$ cat src/rtl/fetch_stage.sv
// Instruction-fetch stage with IF/ID pipeline register for the 5-stage RISC-V core.
// One action per edge, priority FLUSH > STALL > RUN; saturating flush/stall event counters.
module fetch_stage #(
    parameter int unsigned     XLEN      = 32,
    parameter logic [XLEN-1:0] RESET_PC  = '0,
    parameter logic [31:0]     NOP_INSTR = 32'h0000_0013,
    parameter int unsigned     CNT_W     = 16
) (
    input  logic             clk_i,
    input  logic             rst_i,
    input  logic             stall_i,
    input  logic             if_flush_i,
    input  logic [XLEN-1:0]  redirect_pc_i,
    output logic [XLEN-1:0]  imem_addr_o,
    input  logic [31:0]      imem_rdata_i,
    output logic [XLEN-1:0]  ifid_pc_o,
    output logic [XLEN-1:0]  ifid_pc4_o,
    output logic [31:0]      ifid_instr_o,
    output logic             ifid_valid_o,
    output logic [CNT_W-1:0] flush_cnt_o,
    output logic [CNT_W-1:0] stall_cnt_o
);

    logic [XLEN-1:0]  r_pc;
    logic [XLEN-1:0]  r_ifid_pc;
    logic [XLEN-1:0]  r_ifid_pc4;
    logic [31:0]      r_ifid_instr;
    logic             r_ifid_valid;
    logic [CNT_W-1:0] r_flush_cnt;
    logic [CNT_W-1:0] r_stall_cnt;

    logic [XLEN-1:0]  w_pc_plus4;
    logic [XLEN-1:0]  w_redirect_pc;
    logic             w_stall_evt;

    // pc+4 wraps naturally at the top of the address space.
    assign w_pc_plus4    = r_pc + {{(XLEN-3){1'b0}}, 3'd4};
    assign w_redirect_pc = {redirect_pc_i[XLEN-1:2], 2'b00};
    // A flush overrides a stall, so such a cycle is not counted as a stall.
    assign w_stall_evt   = stall_i & ~if_flush_i;

    always_ff @(posedge clk_i or negedge rst_i) begin
        if (!rst_i) begin
            r_pc         <= RESET_PC;
            r_ifid_pc    <= '0;
            r_ifid_pc4   <= '0;
            r_ifid_instr <= NOP_INSTR;
            r_ifid_valid <= 1'b0;
        end else if (if_flush_i) begin
            r_pc         <= w_redirect_pc;
            r_ifid_pc    <= '0;
            r_ifid_pc4   <= '0;
            r_ifid_instr <= NOP_INSTR;
            r_ifid_valid <= 1'b0;
        end else if (!stall_i) begin
            r_pc         <= w_pc_plus4;
            r_ifid_pc    <= r_pc;
            r_ifid_pc4   <= w_pc_plus4;
            r_ifid_instr <= imem_rdata_i;
            r_ifid_valid <= 1'b1;
        end
    end

    always_ff @(posedge clk_i or negedge rst_i) begin
        if (!rst_i) begin
            r_flush_cnt <= '0;
            r_stall_cnt <= '0;
        end else begin
            if (if_flush_i && !(&r_flush_cnt)) begin
                r_flush_cnt <= r_flush_cnt + 1'b1;
            end
            if (w_stall_evt && !(&r_stall_cnt)) begin
                r_stall_cnt <= r_stall_cnt + 1'b1;
            end
        end
    end

    assign imem_addr_o  = r_pc;
    assign ifid_pc_o    = r_ifid_pc;
    assign ifid_pc4_o   = r_ifid_pc4;
    assign ifid_instr_o = r_ifid_instr;
    assign ifid_valid_o = r_ifid_valid;
    assign flush_cnt_o  = r_flush_cnt;
    assign stall_cnt_o  = r_stall_cnt;

endmodule

$ cat config.mk
export PLATFORM = sky130hd
export DESIGN_NAME = fetch_stage
export DESIGN_NICKNAME = d
export VERILOG_FILES = /design/src/rtl/fetch_stage.sv
export SDC_FILE = /design/constraint.sdc
export NUM_CORES = 1
export LEC_CHECK = 0
export BUFFER_PORTS_ARGS = -buffer_cell sky130_fd_sc_hd__buf_2
export CORE_MARGIN = 2
export CORE_UTILIZATION = 30
export DETAILED_ROUTE_END_ITERATION = 10
export SETUP_SLACK_MARGIN = 0.3
export SYNTH_ARGS = -nofsm -noshare
export SYNTH_HDL_FRONTEND = slang
export SYNTH_SLANG_ARGS = --single-unit
$ cat constraint.sdc
create_clock -name clk_i -period 2.4 [get_ports clk_i]
set_clock_uncertainty 0.1 [all_clocks]
set_input_delay 0.12 -clock clk_i [delete_from_list [all_inputs] [get_ports clk_i]]
set_output_delay 0.12 -clock clk_i [all_outputs]
set_load 0.05 [all_outputs]
==> results of run 1 <==
-- registers in the layout, summed over array words and instances, names as in the netlist --
signal,count
flush_cnt_o,16
imem_addr_o,30
ifid_pc_o,31
stall_cnt_o,16
ifid_valid_o,1
ifid_pc4_o,30
ifid_instr_o,32
-- cells in the final DEF (no fill, tap or decap), types with 6 or more instances in the layout --
master and count:
inv_1 8, and3_1 10, nor2_1 102, nand4_1 19, or3_1 9, a21oi_1 22, mux2i_1 56, dlygate4sd3_1 64
a31oi_1 13, buf_2 222, buf_4 57, nand2_1 59, buf_6 7, nand3_1 27, dfrtp_2 27, dfrtp_1 126
a211oi_1 8, a311oi_1 10, or4_4 6, o21ai_0 25, nor2b_1 6, xnor2_1 16, o31ai_1 8, nor4_1 9
nor3_1 19, clkbuf_16 17, or4_1 12, and4_1 11, xor2_1 28
-- power by group through the flow --
stage	registers, mW	clock network [mW]	logic (mW)
CTS	3.23	2.82	2.23
detailed placement	3.29	0	2.10
global route	3.29	2.91	2.43
finish	3.24	2.74	2.27
global placement	3.29	0	2.09
floorplan	4.14	0	0.625
-- layout make-up --
type                    count  area (sq um)  share of cell area (%)
repair buffers            353          2318                   21.48
well taps                 330         412.9                   3.825
multi-input cells         537          3495                   32.38
clock buffers              20         446.7                   4.138
clock inverters            12         137.6                   1.275
diodes                      2         5.005                 0.04637
inverters                  10         37.54                  0.3477
flip-flops and latches    156          3941                   36.51
-- cell families (layout without fill, tap and decap cells) --
| family | count (synthesis) | count (layout) | synth area share [%] |
|---|---|---|---|
| XOR/XNOR | 44 | 44 | 5.071 |
| adder cells (fa/ha/maj) | 3 | 3 | 0.4940 |
| flip-flops | 156 | 156 | 51.42 |
| buffers and inverters | 75 | 395 | 4.050 |
| AND/OR/NAND/NOR | 310 | 311 | 20.68 |
| other | 1 | 4 | 0.04934 |
| AO/OA/AOI/OAI | 119 | 119 | 10.57 |
| multiplexers | 58 | 58 | 7.672 |
-- per-stage QoR --
step	worst slack, ns	hold slack, ns
6_report	0.2795	0.01646
5_1_grt	0.2387	0.04589
4_1_cts	0.2950	0.004594
3_5_place_dp	0.1922	0.02117
3_3_place_gp	0.2131	0.02034
2_1_floorplan	0.01911	-0.2756
-- worst max-delay path: stages, from the launching register on --
cell      delay [ns]
dfrtp_2         0.43
nand4_4         0.13
or4_4           0.59
or4_4           0.51
a311oi_2        0.26
-- Yosys cell counts, drive strengths merged, types with 2 or more instances --
| cell | n | area (sq um) |
|---|---|---|
| a2111oi | 5 | 43.79 |
| a211oi | 8 | 60.06 |
| a21oi | 22 | 110.1 |
| a221oi | 2 | 17.52 |
| a311oi | 13 | 113.9 |
| a31oi | 13 | 81.33 |
| a41oi | 4 | 35.03 |
| and2 | 5 | 31.28 |
| and3 | 10 | 62.56 |
| and4 | 13 | 113.9 |
| buf | 20 | 101.4 |
| clkbuf | 45 | 168.9 |
| clkinv | 2 | 7.510 |
| dfrtp | 153 | 3829 |
| dfstp | 3 | 78.83 |
| ha | 3 | 37.54 |
| inv | 8 | 30.03 |
| mux2 | 2 | 22.52 |
| mux2i | 56 | 560.5 |
| nand2 | 61 | 229.0 |
| nand3 | 27 | 135.1 |
| nand4 | 20 | 140.1 |
| nand4b | 2 | 17.52 |
| nor2 | 102 | 382.9 |
| nor2b | 6 | 37.54 |
| nor3 | 19 | 95.09 |
| nor4 | 10 | 68.81 |
| nor4b | 4 | 35.03 |
| o211ai | 4 | 30.03 |
| o21a | 2 | 15.01 |
| o21ai | 25 | 125.1 |
| o311ai | 2 | 17.52 |
| o31a | 2 | 17.52 |
| o31ai | 10 | 75.07 |
| o41ai | 3 | 26.28 |
| or3 | 9 | 56.30 |
| or4 | 17 | 127.6 |
| xnor2 | 16 | 140.1 |
| xor2 | 28 | 245.2 |
-- per-layer routing --
| metal | routed length, um | global-route usage, % | vias to the layer above |
|---|---|---|---|
| met5 | 13 | 0 | - |
| met4 | 286 | 5.109 | 2 |
| met3 | 1410 | 4.469 | 19 |
| met2 | 11290 | 28.21 | 221 |
| met1 | 10990 | 24.03 | 3429 |
| li1 | - | - | 3388 |
-- what timing repair did --
| action | 4_1_cts | 5_1_grt |
|---|---|---|
| hold buffers | 64 | 0 |
| endpoints found under the setup margin | 6 | 19 |
| resized for setup | 4 | 21 |
| cloned | 1 | 1 |
| pin swaps | 3 | 17 |
| endpoints found under the hold margin | 120 | 0 |
| setup buffers | 13 | 24 |
-- worst max-delay path by stage --
| stage | to | from | cells past startpoint | slack [ns] |
|---|---|---|---|---|
| after CTS | ifid_pc4_o[31] | imem_addr_o[5] | 4 | 0.30 |
| final | ifid_pc4_o[31] | imem_addr_o[11] | 4 | 0.28 |
| after global routing | ifid_pc4_o[29] | imem_addr_o[6] | 6 | 0.24 |
| after global placement | ifid_pc4_o[25] | imem_addr_o[10] | 4 | 0.21 |
| after floorplan | ifid_pc4_o[25] | imem_addr_o[9] | 6 | 0.02 |
| after detailed placement | ifid_pc4_o[31] | imem_addr_o[10] | 4 | 0.19 |
==> impl_metrics.py, run 1 <==
metrics = {
    "placement": {
        "dpl.hpwl_mm": 15.91,
        "io_buffers": 224,
        "gp_congestion": 0.7838,
        "place_inst": 1283,
        "placedInstanceArea_sq_mm": 0.009189,
    },
    "sta": {
        "maxSlewHeadroom_pct": 61.12,
        "rsz0062_at_grt": "yes",
        "post-route-min-period_ns": 2.120,
        "layout_worst_path_cycle_share_pct": 88.35,
        "report.final.hold_viol_count": 0,
        "setup_tns_ns": 0,
        "tightest_slew_ns": 0.5788,
        "finalSetupViolCount": 0,
        "drv_slew": 0,
        "max_freq_ghz": 0.4716,
    },
    "hold_path": {
        "min_from": "stall_i",
        "hold_path.class": "in2reg",
        "whs_path_depth": 3,
        "min_to": "ifid_pc4_o[9]",
    },
    "pwr": {
        "seq_power_share_pct": 39.2,
        "power_mw": 8.250,
        "p_leak_nw": 5.171,
        "power.switching_mw": 3.103,
        "p_int_mw": 5.147,
        "comb_power_share_pct": 27.5,
        "ir_drop_mv": 0.9297,
        "swShare_pct": 37.61,
        "powerDensity_mw_per_mm2": 764.3,
        "clkPwrFrac_pct": 33.2,
    },
    "global_route": {
        "grt_max_degree": 64,
        "grt.total_usage_pct": 17.78,
        "grt_overflow_total": 0,
        "antenna_found_initial": 3,
        "grt_pass1_wl_mm": 37.23,
        "grt_pass1_vias": 6791,
    },
    "cts": {
        "cts_root_buf": "clkbuf_16",
        "cts_made_buffers": 17,
        "path_clk_slew_ns": 0.07,
        "numClockSinks": 156,
        "clk_latency_ns": 0.43,
        "cts_tree": "done",
        "htreeDepth": 4,
        "cts_max_path_buffers": 2,
    },
    "finish": {
        "area_delta_synth_final_pct": 42.03,
        "utilization_pct": 43.11,
        "n_fill_cell": 2403,
        "drive_gt1_share_pct": 34.19,
        "finish.instance_area_sq_mm": 0.01079,
        "stdcell_count": 1420,
        "nNetsFinal": 1146,
    },
    "synthesis": {
        "yosysWarnings": 0,
        "synth_area_sq_mm": 0.007600,
        "synth_cell_types": 53,
        "syn_avg_cell_area_sq_um": 9.921,
        "synth-seq-area-share_pct": 51.42,
        "ys_ff_latch": 156,
        "synthCells": 766,
        "synth_edf_count": 0,
        "synth_ff_type": "dfrtp_1",
        "async_reset_ff_share_pct": 100.0,
    },
    "detailed_routing": {
        "drt_iter0_drc": 421,
        "via_per_inst": 4.971,
        "antenna_left": 0,
        "post-route-drc-count": 0,
        "num_vias": 7059,
        "routedWlPerCell_um": 16.90,
        "drt_pass1_iterations": 5,
        "routed_wl_mm": 24.00,
    },
    "die": {
        "io_pins": 229,
        "die-area_sq_mm": 0.02662,
        "core-area_sq_mm": 0.02504,
        "die_w_um": 163.2,
        "rows": 58,
        "start_util_pct": 30.35,
        "die_h_um": 163.2,
    },
    "critical_path": {
        "cp_max_fo": 5,
        "path_class": "reg2reg",
        "r2r_end": "ifid_pc4_o[31]",
        "critPathRequiredTime_ns": 2.63,
        "crit_path_end_kind": "register",
        "arrival_ns": 2.35,
        "rrSetupSlack_ns": 0.28,
        "rr_worst_depth": 4,
        "r2r_start": "imem_addr_o[11]",
        "cp-start-kind": "register",
    },
    "run_status": {
        "status": "completed",
    },
    "run": {
        "cap_violations": 0,
    },
}
No activity file was read; power rests on OpenSTA's default activity.
==> inputs of run 2 (changes only) <==
==> constraint.sdc (replaced) <==
create_clock -name clk_i -period 2.1 [get_ports clk_i]
set_clock_uncertainty 0.1 [all_clocks]
set_input_delay 0.105 -clock clk_i [delete_from_list [all_inputs] [get_ports clk_i]]
set_output_delay 0.105 -clock clk_i [all_outputs]
set_load 0.05 [all_outputs]
==> run 2 against run 1 <==
Wire length up 3.5%. Worst hold slack worse by 0.0033 ns. Clock-buffer cell count down 1. First-iteration DRC count down 0.71%. Final cell count up 1.8%. Critical path depth unchanged. Flip-flop and latch count unchanged. Design area up 4.7%. Worst setup slack worse by 0.25 ns. Register-to-register slack worse by 0.25 ns. Via count up 2.4%. Sequential share of layout area down 1.4 points. Largest power group unchanged.
==> impl_metrics.py, run 2 (synthesis results as in run 1) <==
metrics = {
    "run_status": {
        "status": "completed",
    },
    "critical_path": {
        "worst-path-buf-inv": 0,
        "crit_chain": "nand4_4 > or4_4 > or4_1 > a311oi_1",
        "cp_max_fo": 5,
        "cpPeakStageDelay_ns": 0.61,
        "critPathRequiredTime_ns": 2.33,
        "path_class": "reg2reg",
        "arrival_ns": 2.31,
        "crit_path_end_kind": "register",
        "cp_slowest_cell": "or4_4",
        "crit_family": "simple AND/OR/NAND/NOR gates",
        "cp-start-kind": "register",
    },
    "die": {
        "core-area_sq_mm": 0.02504,
        "rows": 58,
        "die_w_um": 163.2,
        "io_pins": 229,
        "die-area_sq_mm": 0.02662,
        "die_h_um": 163.2,
        "start_util_pct": 30.35,
    },
    "finish": {
        "utilization_pct": 45.12,
        "mostFrequentLayoutCell": "buf_2",
        "n_antenna_cell": 0,
        "area_delta_synth_final_pct": 48.65,
        "final_cell_mix": "221 x buf_2, 102 x nor2_1, 102 x dfrtp_1",
        "nNetsFinal": 1173,
        "finish.instance_area_sq_mm": 0.01130,
        "largest_register_ffs": 32,
        "drive_gt1_share_pct": 40.72,
    },
    "pwr": {
        "power_mw": 9.593,
        "powerDensity_mw_per_mm2": 849.2,
        "p_int_mw": 5.997,
        "clkPwrFrac_pct": 32.8,
        "p_leak_nw": 5.337,
        "seq_power_share_pct": 38.6,
        "comb_power_share_pct": 28.6,
        "ir_drop_mv": 0.6013,
        "power.switching_mw": 3.596,
        "swShare_pct": 37.48,
    },
    "detailed_routing": {
        "num_vias": 7226,
        "drt_iter0_drc": 418,
        "routed_wl_mm": 24.82,
        "drt_pass1_iterations": 7,
        "post-route-drc-count": 0,
        "antenna_left": 0,
        "routedWlPerCell_um": 17.18,
        "via_per_inst": 5.001,
    },
    "global_route": {
        "grt_pass1_vias": 6900,
        "grt_max_degree": 78,
        "grt.total_usage_pct": 18.61,
        "antenna_found_initial": 0,
        "grt_pass1_wl_mm": 38.74,
        "grt_overflow_total": 0,
    },
    "run": {
        "cap_violations": 0,
    },
    "cts": {
        "numClockSinks": 156,
        "htreeDepth": 4,
        "cts_tree": "done",
        "clk_latency_ns": 0.43,
        "cts_max_path_buffers": 2,
        "cts_made_buffers": 17,
        "path_clk_slew_ns": 0.07,
        "cts_root_buf": "clkbuf_16",
    },
    "sta": {
        "tightest_slew_ns": 0.5704,
        "rsz0062_at_grt": "yes",
        "drv_slew": 0,
        "max_freq_ghz": 0.4828,
        "fin_ws_ns": 0.02880,
        "post-route-min-period_ns": 2.071,
        "maxSlewHeadroom_pct": 61.98,
        "finalSetupViolCount": 0,
        "setup_tns_ns": 0,
        "layout_worst_path_cycle_share_pct": 98.63,
        "report.final.hold_viol_count": 0,
    },
    "placement": {
        "dpl.hpwl_mm": 16.75,
        "placedInstanceArea_sq_mm": 0.009529,
        "io_buffers": 224,
        "gp_congestion": 0.8018,
        "dpl_worst_slack_ns": 0.01770,
    },
    "hold_path": {
        "hold_path.class": "in2reg",
    },
}
## run 2: worst paths after layout
kind                                  from               to  slack, ns  depth (start not counted)
setup / recovery           imem_addr_o[10]   ifid_pc4_o[31]       0.03                          4
hold / removal                     stall_i   imem_addr_o[3]       0.01                          3
setup reg to reg           imem_addr_o[10]   ifid_pc4_o[31]       0.03                          4
hold reg to reg            stall_cnt_o[14]  stall_cnt_o[14]       0.38                          1
max in group asynchronous            rst_i  ifid_instr_o[4]       1.09                          3
min in group asynchronous            rst_i     ifid_pc_o[4]       0.07                          2
## run 2: worst register-to-register path, delay by kind of cell (launching register included)
family          cells  cell delay, ns
compound gates      1            0.26
flops               1            0.39
simple gates        3            1.22
## run 2: through the flow
step | hold WS, ns | cells
2_1_floorplan | -0.2906 | 767
3_3_place_gp | -0.04219 | 1314
3_5_place_dp | -0.04208 | 1314
4_1_cts | 0.02902 | 1430
5_1_grt | 0.07273 | 1445
6_report | 0.01313 | 1445
## run 2: timing repair
action / CTS / global route
endpoints found under the setup margin: 29 / 45
hold buffers: 66 / 0
hold endpoints to repair: 217 / 0
pin swaps: 22 / 12
buffers inserted: 17 / 15
gates resized for setup: 15 / 41
cloned: 1 / 1
## run 2: power by group through the flow
stage	registers, mW	clock network, mW	logic (mW)
final	3.70	3.15	2.74
after global routing	3.76	3.36	2.93
after CTS	3.69	3.23	2.69
after detailed placement	3.74	0	2.56
after global placement	3.73	0	2.54
after floorplan	4.77	0	0.747
## run 2: cell type report
| cell class | count | area, sq um |
|---|---|---|
| Clock buffer | 19 | 452.9 |
| Clock inverter | 13 | 138.9 |
| Fill cell | 2441 | 13740 |
| Inverter | 10 | 37.54 |
| Multi-Input combinational cell | 537 | 3696 |
| Sequential cell | 156 | 3971 |
| Tap cell | 330 | 412.9 |
| Timing Repair Buffer | 380 | 2587 |
## run 2: metal layers
layer	share of wire [%]	vias to the layer above	track usage, %	wire length (um)
met3	5.8	30	4.190	1429
met4	2.0	0	5.873	502
met1	45	3550	25.59	11150
met2	47	214	29.09	11740
met5	0	-	0	0
li1	-	3432	-	-
